**src/rtl/fifo_bridge.sv**
```systemverilog
// Bridges a 6821-style PIA keyboard/display port pair onto an FT245 USB FIFO.
// One bus FSM owns the FT245 strobes; a small key FSM hands received bytes to the PIA.
module fifo_bridge #(
    parameter int DATA_W    = 7,
    parameter int RX_DEPTH  = 4,
    parameter int RD_CYCLES = 3,
    parameter int WR_CYCLES = 3,
    parameter int UCASE     = 1
) (
    input  logic                      clk,
    input  logic                      reset,
    input  logic                      clear,
    input  logic                      pia_ca2,
    input  logic                      pia_cb2,
    input  logic [DATA_W-1:0]         pia_pb,
    output logic [DATA_W-1:0]         pia_pa,
    output logic                      pia_ca1,
    output logic                      pia_da,
    input  logic                      fifo_rxf_n,
    input  logic                      fifo_txe_n,
    input  logic [7:0]                fifo_d_in,
    output logic [7:0]                fifo_d_out,
    output logic                      fifo_d_oe,
    output logic                      fifo_rd_n,
    output logic                      fifo_wr_n,
    output logic [$clog2(RX_DEPTH):0] rx_level
);

    localparam int PTR_W   = $clog2(RX_DEPTH);
    localparam int LVL_W   = PTR_W + 1;
    localparam int MAX_CYC = (RD_CYCLES > WR_CYCLES) ? RD_CYCLES : WR_CYCLES;
    localparam int CNT_W   = $clog2(MAX_CYC + 1);
    localparam logic [CNT_W-1:0] RD_LAST = CNT_W'(RD_CYCLES - 1);
    localparam logic [CNT_W-1:0] WR_LAST = CNT_W'(WR_CYCLES - 1);

    typedef enum logic [2:0] {B_IDLE, B_RD, B_RGAP, B_WSETUP, B_WR, B_WHOLD} bus_state_t;
    typedef enum logic [1:0] {K_EMPTY, K_PRESENT, K_GAP} key_state_t;

    bus_state_t bus_state, bus_nx;
    key_state_t key_state, key_nx;
    logic [CNT_W-1:0] cnt, cnt_nx;
    logic gap_cnt, gap_nx;
    logic [1:0] ca2_sync, cb2_sync, rxf_sync, txe_sync;
    logic ca2_prev, cb2_prev;
    logic ca2_rise, cb2_rise, rxf_ok, txe_ok;
    logic pending, rd_discard, write_req, full, push, pop;
    logic [7:0] disp_data, rx_byte;
    logic [PTR_W-1:0] wr_ptr, rd_ptr;
    logic [DATA_W-1:0] rx_mem [RX_DEPTH];
    logic unused_bits;

    always_ff @(posedge clk) begin
        if (reset) begin
            ca2_sync <= 2'b00;
            cb2_sync <= 2'b00;
            rxf_sync <= 2'b11;
            txe_sync <= 2'b11;
            ca2_prev <= 1'b0;
            cb2_prev <= 1'b0;
        end else begin
            ca2_sync <= {ca2_sync[0], pia_ca2};
            cb2_sync <= {cb2_sync[0], pia_cb2};
            rxf_sync <= {rxf_sync[0], fifo_rxf_n};
            txe_sync <= {txe_sync[0], fifo_txe_n};
            ca2_prev <= ca2_sync[1];
            cb2_prev <= cb2_sync[1];
        end
    end

    assign ca2_rise = ca2_sync[1] & ~ca2_prev;
    assign cb2_rise = cb2_sync[1] & ~cb2_prev;
    assign rxf_ok   = ~rxf_sync[1];
    assign txe_ok   = ~txe_sync[1];
    assign full     = (rx_level == LVL_W'(RX_DEPTH));

    // A strobe arriving this cycle already counts as pending, so it beats a simultaneous read.
    assign write_req = (pending | cb2_rise) & txe_ok;

    always_ff @(posedge clk) begin
        if (reset) begin
            pending   <= 1'b0;
            disp_data <= 8'h00;
        end else if (bus_state == B_WHOLD) begin
            pending <= 1'b0;
        end else if (cb2_rise && !pending) begin
            pending   <= 1'b1;
            disp_data <= 8'(pia_pb);
        end
    end

    assign pia_da     = pending;
    assign fifo_d_out = disp_data;

    always_comb begin
        rx_byte = fifo_d_in & 8'h7F;
        if (UCASE != 0 && rx_byte >= 8'h61 && rx_byte <= 8'h7A)
            rx_byte = rx_byte - 8'h20;
    end
    assign unused_bits = ^rx_byte;

    always_comb begin
        bus_nx = bus_state;
        cnt_nx = cnt;
        push   = 1'b0;
        case (bus_state)
            B_IDLE: begin
                cnt_nx = '0;
                if (write_req)
                    bus_nx = B_WSETUP;
                else if (rxf_ok && !full)
                    bus_nx = B_RD;
            end
            B_RD: begin
                if (cnt == RD_LAST) begin
                    bus_nx = B_RGAP;
                    cnt_nx = '0;
                    push   = !clear && !rd_discard;
                end else begin
                    cnt_nx = cnt + 1'b1;
                end
            end
            B_RGAP: begin
                if (cnt == RD_LAST) begin
                    bus_nx = B_IDLE;
                    cnt_nx = '0;
                end else begin
                    cnt_nx = cnt + 1'b1;
                end
            end
            B_WSETUP: begin
                bus_nx = B_WR;
                cnt_nx = '0;
            end
            B_WR: begin
                if (cnt == WR_LAST) begin
                    bus_nx = B_WHOLD;
                    cnt_nx = '0;
                end else begin
                    cnt_nx = cnt + 1'b1;
                end
            end
            B_WHOLD: bus_nx = B_IDLE;
            default: bus_nx = B_IDLE;
        endcase
    end

    // Strobes are registered from the next state so the FT245 never sees decode glitches.
    always_ff @(posedge clk) begin
        if (reset) begin
            bus_state  <= B_IDLE;
            cnt        <= '0;
            fifo_rd_n  <= 1'b1;
            fifo_wr_n  <= 1'b1;
            fifo_d_oe  <= 1'b0;
            rd_discard <= 1'b0;
        end else begin
            bus_state <= bus_nx;
            cnt       <= cnt_nx;
            fifo_rd_n <= (bus_nx != B_RD);
            fifo_wr_n <= (bus_nx != B_WR);
            fifo_d_oe <= (bus_nx inside {B_WSETUP, B_WR, B_WHOLD});
            if (bus_state == B_IDLE)
                rd_discard <= 1'b0;
            else if (clear && bus_state == B_RD)
                rd_discard <= 1'b1;
        end
    end

    assign pop = (key_state == K_PRESENT) && ca2_rise && !clear && (rx_level != '0);

    always_ff @(posedge clk) begin
        if (push)
            rx_mem[wr_ptr] <= rx_byte[DATA_W-1:0];
    end

    always_ff @(posedge clk) begin
        if (reset || clear) begin
            wr_ptr   <= '0;
            rd_ptr   <= '0;
            rx_level <= '0;
        end else begin
            if (push)
                wr_ptr <= wr_ptr + 1'b1;
            if (pop)
                rd_ptr <= rd_ptr + 1'b1;
            case ({push, pop})
                2'b10:   rx_level <= rx_level + 1'b1;
                2'b01:   rx_level <= rx_level - 1'b1;
                default: rx_level <= rx_level;
            endcase
        end
    end

    assign pia_pa = (rx_level != '0) ? rx_mem[rd_ptr] : '0;

    always_comb begin
        key_nx = key_state;
        gap_nx = gap_cnt;
        case (key_state)
            K_EMPTY: begin
                if (rx_level != '0)
                    key_nx = K_PRESENT;
            end
            K_PRESENT: begin
                if (ca2_rise) begin
                    key_nx = K_GAP;
                    gap_nx = 1'b0;
                end
            end
            K_GAP: begin
                if (gap_cnt)
                    key_nx = (rx_level != '0) ? K_PRESENT : K_EMPTY;
                else
                    gap_nx = 1'b1;
            end
            default: key_nx = K_EMPTY;
        endcase
        if (clear)
            key_nx = K_EMPTY;
    end

    always_ff @(posedge clk) begin
        if (reset) begin
            key_state <= K_EMPTY;
            gap_cnt   <= 1'b0;
            pia_ca1   <= 1'b0;
        end else begin
            key_state <= key_nx;
            gap_cnt   <= gap_nx;
            pia_ca1   <= (key_nx == K_PRESENT);
        end
    end

endmodule

```
**config.mk**
```make
export PLATFORM = sky130hd
export DESIGN_NAME = fifo_bridge
export DESIGN_NICKNAME = d
export VERILOG_FILES = /design/src/rtl/fifo_bridge.sv
export SDC_FILE = /design/constraint.sdc
export NUM_CORES = 1
export LEC_CHECK = 0
export ABC_CLOCK_PERIOD_IN_PS = 2600
export BUFFER_PORTS_ARGS = -buffer_cell sky130_fd_sc_hd__buf_2
export CORE_MARGIN = 5
export CORE_UTILIZATION = 33
export DETAILED_ROUTE_END_ITERATION = 8
export PLACE_DENSITY = 0.59
export SLEW_MARGIN = 15
export SYNTH_ARGS = -nofsm -noshare
export SYNTH_HDL_FRONTEND = slang
export SYNTH_SLANG_ARGS = --single-unit
```
**constraint.sdc**
```tcl
create_clock -name clk -period 2.6 [get_ports clk]
set_input_delay 0.39 -clock clk [delete_from_list [all_inputs] [get_ports clk]]
set_output_delay 0.39 -clock clk [all_outputs]
set_load 0.01 [all_outputs]
```
==> summary.md <==
| Metric | Value |
|---|---|
| Status | `complete, no violations` |
| # diodes | `0` |
| Area of the multi-input gates | `0.00106 sq mm` |
| Yosys reg bits | `just under 70` |
| Pwr/cell area | `659 mW/mm^2` |
| P_int | `about 1.7 mW` |
| Vias in the first global route | `1833` |
| Total number of vias | `around 1800` |
| Post-DP HPWL | `roughly 3500 um` |
| GPL Wtd Cong | `0.764` |
| Clock-pin slew on the worst setup and hold paths | `70 ps` |
| Sequential power share | `a little over half` |
| H-tree levels | `3` |
| Comb pwr share | `roughly 5.9%` |
| Util after Layout | `40.2%` |
| Initial Util | `between 30% and 40%` |
| Worst R2R Start | `key_state[1]` |
| Primary FF master, synth | `dfxtp_1` |
| Fillers | `about 820` |
| Register area share after synthesis | `58.7%` |
| Hold path depth | `2` |
| Sw power | `roughly 0.46 mW` |
| Antenna Violating Nets Remaining | `0` |
| Syn nets | `260` |
| First-pass GRT wire length | `around 8500 um` |
| Synth async-reset ratio | `0%` |
| Final total power | `around 2.2 mW` |
| Clock buffer depth | `2` |
| Cells on worst reg2reg path | `8` |
| Initial antenna violation count | `0` |
| Placed Area | `0.00311 sq mm` |
| Max cap viols | `0` |
| HP Start | `fifo_rxf_n` |
| Clk root buf | `clkbuf_8` |
| Die width | `just over 100 um` |
| Setup CP Type | `flip-flop to output port` |
| Post-synth top area cell | `edfxtp_1` |
| Layout cell share with drive strength beyond 1 | `27.0%` |
| Avg WL per Cell | `12.9 um` |
| Final hold vios | `0` |
| Die height | `a little over 100 um` |
| Setup_tns | `0 ps` |
| Post-synth EDFFs | `28` |
| Initial DRC count | `33` |
| Overflow after GRT | `0` |
| Site Rows | `33` |
| Sink Count | `68` |
| Arrival @ worst endpoint | `1830 ps` |
| Max VDD drop | `between 0.2 and 0.3 mV` |
| Post_cts resized | `0` |
| R2r setup slk | `~400 ps` |
| CTS Hold Bufs | `0` |
| Reg-to-reg endpoint | `rx_level[2]` |
| Worst Hold Class | `primary input to flip-flop` |
| Critical Path Fanout Max | `7` |
| Synthesized instance count | `231` |
| Setup repair bufs after CTS | `0` |
| Maximum clock frequency | `451 MHz` |
| Latest clock arrival within the worst-skew pair | `around 330 ps` |
| Top cells by area, synth | `edfxtp_1, dfxtp_1, mux4_2` |
| Tmin final | `~2200 ps` |
| Final setup fails | `0` |
| Core ar. | `0.00826 sq mm` |
| Final Cell Area | `approximately 0.0033 sq mm` |
| I/O Buffers | `42` |
| CP required | `about 2200 ps` |
| Pin count of the biggest net entering global routing | `27` |
| Crit end category | `output port` |
| Worst min-delay path endpoint | `rxf_sync[0]` |
| Die area | `around 0.010 sq mm` |
| LEAKAGE | `roughly 1.3 nW` |
| Num CTS Buffers | `9` |
| DR pass1 iterations | `4` |
| Ys Warns | `0` |
| TritonCTS clock tree | `yes` |
| Area share of the largest cell type after synthesis | `between 30% and 40%` |
| Switch share | `around a fifth` |
| Fin. max-slew vios | `0` |
| Total track usage | `about a tenth` |
| # IOs | `45` |
| Final nets | `306` |
| WL final | `roughly 5000 um` |
| Crit path launch type | `flip-flop` |
| Commonest non-fill, non-tap cells in the layout | `buf_2, dfxtp_1, edfxtp_1` |
| RSZ-0062 raised after global routing | `false` |
| Area growth from synthesis to layout | `18.7%` |
| Storage cell area | `about 0.0016 sq mm` |
| Clk_skew | `16.4 ps` |
| Yosys cell types | `between 40 and 50` |
| Residual DRC count | `0` |
| Period utilisation layout | `85.3%` |
| Vias per inst | `approximately 4.7` |
| Commonest non-fill, non-tap cell in the layout | `buf_2` |
| Syn Area/Cell | `roughly 12 sq um` |
| Netlist area before placement | `0.00280 sq mm` |
| Clock power frac | `between 40% and 50%` |
-- power by group through the flow --
stage	logic [mW]	registers (mW)	clock network, mW
3_5_place_dp	0.132	1.16	0
3_3_place_gp	0.128	1.16	0
2_1_floorplan	0.0811	1.17	0
5_1_grt	0.148	1.14	0.997
6_report	0.129	1.14	0.917
4_1_cts	0.132	1.14	0.949
-- logic make-up after synthesis --
kind of cell             count (synthesis)  synth area share, %
flip-flops                              68                 58.7
multiplexers                            17                 9.30
buffers and inverters                   21                 3.40
adder cells (fa/ha/maj)                  7                 3.40
other                                    1                0.134
XOR/XNOR                                 6                 1.88
AND/OR/NAND/NOR                         85                 17.4
AO/OA/AOI/OAI                           26                 5.81
-- worst max-delay path by stage --
stage            startpoint          end  slack, ps  cells after the start
2_1_floorplan  bus_state[0]  rx_level[2]        470                     11
3_3_place_gp          clear  rx_level[2]        420                     10
3_5_place_dp          clear  rx_level[2]        400                     10
4_1_cts           flip-flop    pia_pa[2]        320                      3
5_1_grt        key_state[1]  rx_level[2]        220                      8
6_report          flip-flop    pia_pa[2]        380                      3
-- synthesized netlist by cell type, drive strengths merged (5+ instances only) --
master / count
dfxtp: 40
edfxtp: 28
nor2: 25
nor2b: 16
a21oi: 13
inv: 10
mux2i: 8
nand2: 8
nor3: 8
buf: 7
mux4: 7
ha: 6
or2: 5
-- per-layer routing --
metal	track usage [%]	vias to the layer above	part of all wire (%)	wire, um
met3	3.82	7	8.5	423
li1	-	902	-	-
met2	16.9	49	47	2350
met5	0	-	0	0
met1	12.5	848	43	2160
met4	4.84	0	1.3	63
-- worst max-delay path: stages (launching register included) --
cell     delay, ps
dfxtp_1        630
mux4_2         560
and2b_1        170
buf_2          130
-- per-stage QoR --
step	std cells	setup slack, ps	hold slack [ps]
floorplan	231	468	389
global route	387	218	224
global placement	371	416	396
CTS	387	320	223
finish	387	383	240
detailed placement	371	395	396
-- registers in the layout (all words and copies together), names as in the netlist, named ones only --
signal      flops
bus_state       3
ca2_prev        1
ca2_sync        2
cb2_prev        1
cb2_sync        2
cnt             2
fifo_d_oe       1
fifo_d_out      7
fifo_rd_n       1
fifo_wr_n       1
gap_cnt         1
key_state       2
pia_ca1         1
pia_da          1
rd_discard      1
rd_ptr          2
rx_level        3
rx_mem         28
rxf_sync        2
txe_sync        2
wr_ptr          2
-- area by class of cell --
cell class              count  area share (%)
clock buffers              11            3.96
clock inverters             5            2.34
inverters                  10            1.13
multi-input cells         142            32.0
flip-flops and latches     68            49.4
well taps                 105            3.96
repair buffers             46            7.23
Note: power is estimated with default switching activity, not from simulation.
